### src/rtl/alu_arbiter.sv
// rtl/alu_arbiter.sv - two-requester arbiter time-sharing one 16-bit add/or/xor/and unit
//
// alu16: combinational 16-bit unit.
//   a, b  : operands            op  : 00 add, 01 or, 10 xor, 11 and
//   cin   : carry-in (add only) y   : result    co : carry-out (add only, else 0)
//
// alu_arbiter: accepts one operation at a time from requester 0 or 1, runs it
// through a single alu16 and presents the result with a valid/ready handshake.
//   clk, rst                    : clock, synchronous active-high reset
//   reqN_valid / reqN_ready     : request handshake for requester N (N = 0, 1)
//   reqN_a, reqN_b, reqN_op, reqN_cin : operation of requester N
//   rsp_valid / rsp_ready       : response handshake
//   rsp_id, rsp_data, rsp_co    : served requester, result, carry-out
//   ops_cnt                     : completed responses, wraps at 256
//
// Build option: define ALU_ARB_RR_EN for round-robin arbitration; without it,
// requester 0 has fixed priority.

module alu16 (
    input  logic [15:0] a,
    input  logic [15:0] b,
    input  logic [1:0]  op,
    input  logic        cin,
    output logic [15:0] y,
    output logic        co
);
    logic [16:0] sum;

    assign sum = {1'b0, a} + {1'b0, b} + {16'd0, cin};

    always_comb begin
        y  = 16'h0000;
        co = 1'b0;
        case (op)
            2'b00: begin
                y  = sum[15:0];
                co = sum[16];
            end
            2'b01:   y = a | b;
            2'b10:   y = a ^ b;
            default: y = a & b;
        endcase
    end
endmodule

module alu_arbiter (
    input  logic        clk,
    input  logic        rst,
    input  logic        req0_valid,
    output logic        req0_ready,
    input  logic [15:0] req0_a,
    input  logic [15:0] req0_b,
    input  logic [1:0]  req0_op,
    input  logic        req0_cin,
    input  logic        req1_valid,
    output logic        req1_ready,
    input  logic [15:0] req1_a,
    input  logic [15:0] req1_b,
    input  logic [1:0]  req1_op,
    input  logic        req1_cin,
    output logic        rsp_valid,
    input  logic        rsp_ready,
    output logic        rsp_id,
    output logic [15:0] rsp_data,
    output logic        rsp_co,
    output logic [7:0]  ops_cnt
);
    typedef enum logic [1:0] {
        IDLE = 2'd0,
        EXEC = 2'd1,
        RESP = 2'd2
    } state_t;

    state_t      state;
    state_t      state_nxt;

    logic        grant0;
    logic        grant1;
    logic        accept;
    logic        acc_id;

    logic [15:0] cap_a;
    logic [15:0] cap_b;
    logic [1:0]  cap_op;
    logic        cap_cin;
    logic        cap_id;

    logic [15:0] alu_y;
    logic        alu_co;

    // Arbitration among valid requesters; a lone valid requester always wins.
`ifdef ALU_ARB_RR_EN
    // rr_ptr names the requester favoured on a tie; it flips away from
    // whoever was just accepted.
    logic rr_ptr;

    always_ff @(posedge clk) begin
        if (rst) begin
            rr_ptr <= 1'b0;
        end else if (accept) begin
            rr_ptr <= ~acc_id;
        end
    end

    always_comb begin
        grant0 = req0_valid & (~req1_valid | ~rr_ptr);
        grant1 = req1_valid & (~req0_valid |  rr_ptr);
    end
`else
    always_comb begin
        grant0 = req0_valid;
        grant1 = req1_valid & ~req0_valid;
    end
`endif

    // Grants are mutually exclusive, so requester 1's ready identifies the winner.
    assign accept = (req0_valid & req0_ready) | (req1_valid & req1_ready);
    assign acc_id = req1_ready;

    // State register
    always_ff @(posedge clk) begin
        if (rst) begin
            state <= IDLE;
        end else begin
            state <= state_nxt;
        end
    end

    // Next-state logic
    always_comb begin
        state_nxt = state;
        case (state)
            IDLE:    if (accept)    state_nxt = EXEC;
            EXEC:                   state_nxt = RESP;
            RESP:    if (rsp_ready) state_nxt = IDLE;
            default:                state_nxt = IDLE;
        endcase
    end

    // Output logic; ready is also masked by rst so nothing is accepted
    // in a reset cycle.
    always_comb begin
        req0_ready = 1'b0;
        req1_ready = 1'b0;
        rsp_valid  = 1'b0;
        case (state)
            IDLE: begin
                req0_ready = grant0 & ~rst;
                req1_ready = grant1 & ~rst;
            end
            RESP:    rsp_valid = 1'b1;
            default: ;
        endcase
    end

    // Operand capture: only the accept cycle matters, later input changes are ignored.
    always_ff @(posedge clk) begin
        if (rst) begin
            cap_a   <= 16'h0000;
            cap_b   <= 16'h0000;
            cap_op  <= 2'b00;
            cap_cin <= 1'b0;
            cap_id  <= 1'b0;
        end else if (accept) begin
            cap_a   <= acc_id ? req1_a   : req0_a;
            cap_b   <= acc_id ? req1_b   : req0_b;
            cap_op  <= acc_id ? req1_op  : req0_op;
            cap_cin <= acc_id ? req1_cin : req0_cin;
            cap_id  <= acc_id;
        end
    end

    alu16 u_alu (
        .a   (cap_a),
        .b   (cap_b),
        .op  (cap_op),
        .cin (cap_cin),
        .y   (alu_y),
        .co  (alu_co)
    );

    // Response registers load once in EXEC and hold through RESP.
    always_ff @(posedge clk) begin
        if (rst) begin
            rsp_data <= 16'h0000;
            rsp_co   <= 1'b0;
            rsp_id   <= 1'b0;
        end else if (state == EXEC) begin
            rsp_data <= alu_y;
            rsp_co   <= alu_co;
            rsp_id   <= cap_id;
        end
    end

    always_ff @(posedge clk) begin
        if (rst) begin
            ops_cnt <= 8'd0;
        end else if (rsp_valid && rsp_ready) begin
            ops_cnt <= ops_cnt + 8'd1;
        end
    end
endmodule

### config.mk
export PLATFORM = sky130hd
export DESIGN_NAME = alu_arbiter
export DESIGN_NICKNAME = d
export VERILOG_FILES = /design/src/rtl/alu_arbiter.sv
export SDC_FILE = /design/constraint.sdc
export NUM_CORES = 1
export LEC_CHECK = 0
export ABC_AREA = 1
export CORE_MARGIN = 1.5
export CORE_UTILIZATION = 46
export DETAILED_ROUTE_END_ITERATION = 8
export PLACE_DENSITY = 0.77
export SETUP_SLACK_MARGIN = 0.4
export SKIP_CTS_REPAIR_TIMING = 1
export SLEW_MARGIN = 25
export SYNTH_ARGS = -nofsm -noshare
export SYNTH_HDL_FRONTEND = slang
export SYNTH_HIERARCHICAL = 1
export SYNTH_SLANG_ARGS = --single-unit
### constraint.sdc
create_clock -name clk -period 1.9 [get_ports clk]
set_clock_uncertainty 0.05 [all_clocks]
set_input_delay 0.19 -clock clk [delete_from_list [all_inputs] [get_ports clk]]
set_output_delay 0.19 -clock clk [all_outputs]
set_load 0.01 [all_outputs]
==> load_flow_metrics.sql <==
INSERT INTO impl_metrics (metric_group, metric, value, unit) VALUES
('yosys', 'synth_commonest_cells', 'nand2_1 (180), inv_1 (128), nand3_1 (67)', ''),
('drt', 'route.detailed.wl_per_inst', '13.7', 'um'),
('drt', 'first_iter_violations', '267', ''),
('critical_path', 'max_stage_delay', '0.40', 'ns'),
('layout', 'layout.cells.non_filler', '990', ''),
('critical_path', 'cp_cell_sequence', 'fa_2 -> inv_2 -> fa_2 -> inv_2 -> nand3_2 -> nand3_4 -> nand2_1 -> nand2_1 -> or2_4 -> o2111ai_2 -> o21ai_1 -> nor2_1', ''),
('place', 'place_worst_setup_slack', '-0.0227', 'ns'),
('flow_run', 'max_cap_violations', '0', ''),
('timing', 'worst_slack', '-0.0545', 'ns'),
('layout', 'n_antenna_cell', '0', ''),
('floorplanning', 'full_die_area', '10600', 'sq um'),
('critical_path', 'crit_path_max_fanout', '4', ''),
('floorplanning', 'io_pins', '104', ''),
('worst_hold_path', 'holdCritStartpoint', 'req1_a[4]', ''),
('floorplanning', 'width_of_the_chip', '103', 'um'),
('yosys', 'postSynth.topFlopCell', 'dfxtp_1', ''),
('clock_network', 'worst_skew_pair.late_latency', '0.35', 'ns'),
('drt', 'routed-via-count', '4961', ''),
('place', 'place.detailed.instances', '964', ''),
('drt', 'drc', '0', ''),
('place', 'gpl.final_weighted_congestion', '0.934', ''),
('global_routing', 'first_global_vias', '4404', ''),
('critical_path', 'r2r_setup_slack', '-0.05', 'ns'),
('timing', 'finalSetupViolCount', '4', ''),
('timing', 'timing.slew.headroom', '65.3', '%'),
('drt', 'vias_per_cell', '5.01', ''),
('critical_path', 'slowest_stage', 'fa_2', ''),
('outcome', 'status', 'finished with violations', ''),
('power_and_ir_drop', 'worst_ir_drop_vdd', '0.000329', 'V'),
('yosys', 'synth_sequential_area_ratio', '27.8', '%'),
('yosys', 'synth.top_cell.area_share', '27.8', '%'),
('timing', 'slew_viol_final', '0', ''),
('critical_path', 'worst_r2r_end', 'rsp_data[4]', ''),
('power_and_ir_drop', 'power.clock.fraction', '31.3', '%'),
('critical_path', 'crit-reg2reg-launch', 'cap_a[0]', ''),
('yosys', 'yosys.cell_count.top_type', 'nand2_1', ''),
('outcome', 'failed_checks', 'setup timing', ''),
('clock_network', 'tritoncts', 'done', ''),
('power_and_ir_drop', 'combinationalPowerShare', '34.9', '%'),
('global_routing', 'met2_usage', '38.5', '%'),
('critical_path', 'critical_path_class', 'flip-flop to flip-flop', ''),
('yosys', 'yosys.area.top_type', 'dfxtp_1', ''),
('floorplanning', 'design.core.area', '9730', 'sq um'),
('power_and_ir_drop', 'power_frac_seq', '33.8', '%'),
('yosys', 'syn-num-nets', '847', ''),
('power_and_ir_drop', 'overall_power_of_the_completed_layout', '4.69', 'mW'),
('clock_network', 'cts-root-buf', 'clkbuf_8', ''),
('timing', 'max_clock_freq', '512', 'MHz'),
('timing', 'setup-tns-final', '-0.106', 'ns'),
('yosys', 'post_synthesis_cell_type_count', '34', ''),
('clock_network', 'worst_setup_hold_path_clk_slew', '0.08', 'ns'),
('floorplanning', 'rows', '36', ''),
('power_and_ir_drop', 'cellPowerDensity', '700', 'nW/um^2'),
('power_and_ir_drop', 'power_leakage', '3.29', 'nW'),
('clock_network', 'clockBufferDepth', '2', ''),
('yosys', 'post_synth_inst_count', '737', ''),
('power_and_ir_drop', 'power.net_switching', '1.52', 'mW'),
('drt', 'drt_pass1_iterations', '5', ''),
('critical_path', 'worst_setup_path_end_kind', 'flip-flop', ''),
('global_routing', 'met3_usage', '4.41', '%'),
('place', 'portBuffers', '103', ''),
('power_and_ir_drop', 'power.switching_fraction', '32.4', '%'),
('critical_path', 'worst-endpoint-arrival', '2.19', 'ns'),
('global_routing', 'grt.total_usage', '25.5', '%'),
('yosys', 'yosysWarningCount', '6', ''),
('layout', 'final_util', '68.8', '%'),
('global_routing', 'grt_first_pass_wirelength', '21100', 'um'),
('clock_network', 'cts.sinks', '64', ''),
('timing', 'grt_setup_unrepaired', 'true', ''),
('critical_path', 'required', '2.14', 'ns'),
('yosys', 'synth-edff-count', '0', '');
-- critical path: cells and delay by family, from the launching register on --
kind | cells | cell delay [ns]
fa+ha+maj | 2 | 0.62
simple gates | 6 | 0.62
flops | 1 | 0.34
compound gates | 2 | 0.13
buf+inv | 2 | 0.12
-- how the worst max path moves through the flow --
| stage | start | end | cells after the start |
|---|---|---|---|
| floorplan | cap_cin | rsp_data[4] | 12 |
| finish | cap_a[0] | rsp_data[4] | 12 |
| global route | cap_b[0] | rsp_data[8] | 13 |
| global placement | cap_cin | rsp_data[4] | 12 |
| CTS | cap_cin | rsp_data[14] | 12 |
| detailed placement | cap_cin | rsp_data[14] | 12 |
-- layout make-up --
type                            count  area share, %
Inverter                          138           7.81
Tap cell                          133           2.49
Multi-Input combinational cell    505           46.2
Clock inverter                      5           1.55
Sequential cell                    64           19.7
Timing Repair Buffer              134           20.1
Clock buffer                       11           2.11
-- cells in the final DEF, fill, tap and decap left out, types with 6 or more instances in the layout --
cell,count
clkdlybuf4s50_1,88
nor2_1,56
a21oi_1,43
dlymetal6s2s_1,14
nand2_2,13
ha_4,14
inv_1,114
nand2_4,8
nand3_2,10
buf_4,25
clkbuf_8,10
dfxtp_2,24
nand3_4,6
o21ai_0,31
o21ai_1,22
o22ai_1,11
nand2_1,166
nand3_1,57
inv_2,22
nand4_1,6
a21oi_2,9
ha_1,19
dfxtp_1,38
-- kinds of logic after synthesis --
family	count (synthesis)	share of synthesized area [%]
DFF	64	27.8
xor gates and xnor gates	2	0.380
adders and majority gates	35	9.82
buffers and inverters	168	14.6
AOI/OAI and AO/OA	128	14.8
and+or+nand+nor	340	32.6
-- registers in the layout, indices dropped and copies added, names as in the netlist --
register / cells
state: 2
cap_op: 2
rsp_id: 1
cap_id: 1
rsp_data: 16
cap_cin: 1
rsp_co: 1
cap_a: 16
ops_cnt: 8
cap_b: 16
-- per-stage QoR --
step | cell area [sq um] | hold WS [ns]
2_1_floorplan | 4810 | 0.209
3_3_place_gp | 6050 | 0.411
3_5_place_dp | 6050 | 0.421
4_1_cts | 6300 | 0.329
5_1_grt | 6700 | 0.333
6_report | 6700 | 0.335
-- routing by layer --
layer  up-vias  part of all wire (%)  routed length [um]
met5         -                     0                   0
met4         0                   1.0                 139
met3        11                   6.4                 869
met2       189                    44                5930
met1      2211                    49                6610
li1       2550                     -                   -
-- power by group through the flow --
| stage | registers (mW) | logic, mW | clock network [mW] |
|---|---|---|---|
| after detailed placement | 1.61 | 1.47 | 0 |
| after global routing | 1.60 | 1.81 | 1.54 |
| final | 1.58 | 1.64 | 1.47 |
| after floorplan | 1.60 | 0.905 | 0 |
| after CTS | 1.57 | 1.48 | 1.49 |
| after global placement | 1.60 | 1.46 | 0 |
No activity file was read; power rests on OpenSTA's default activity.
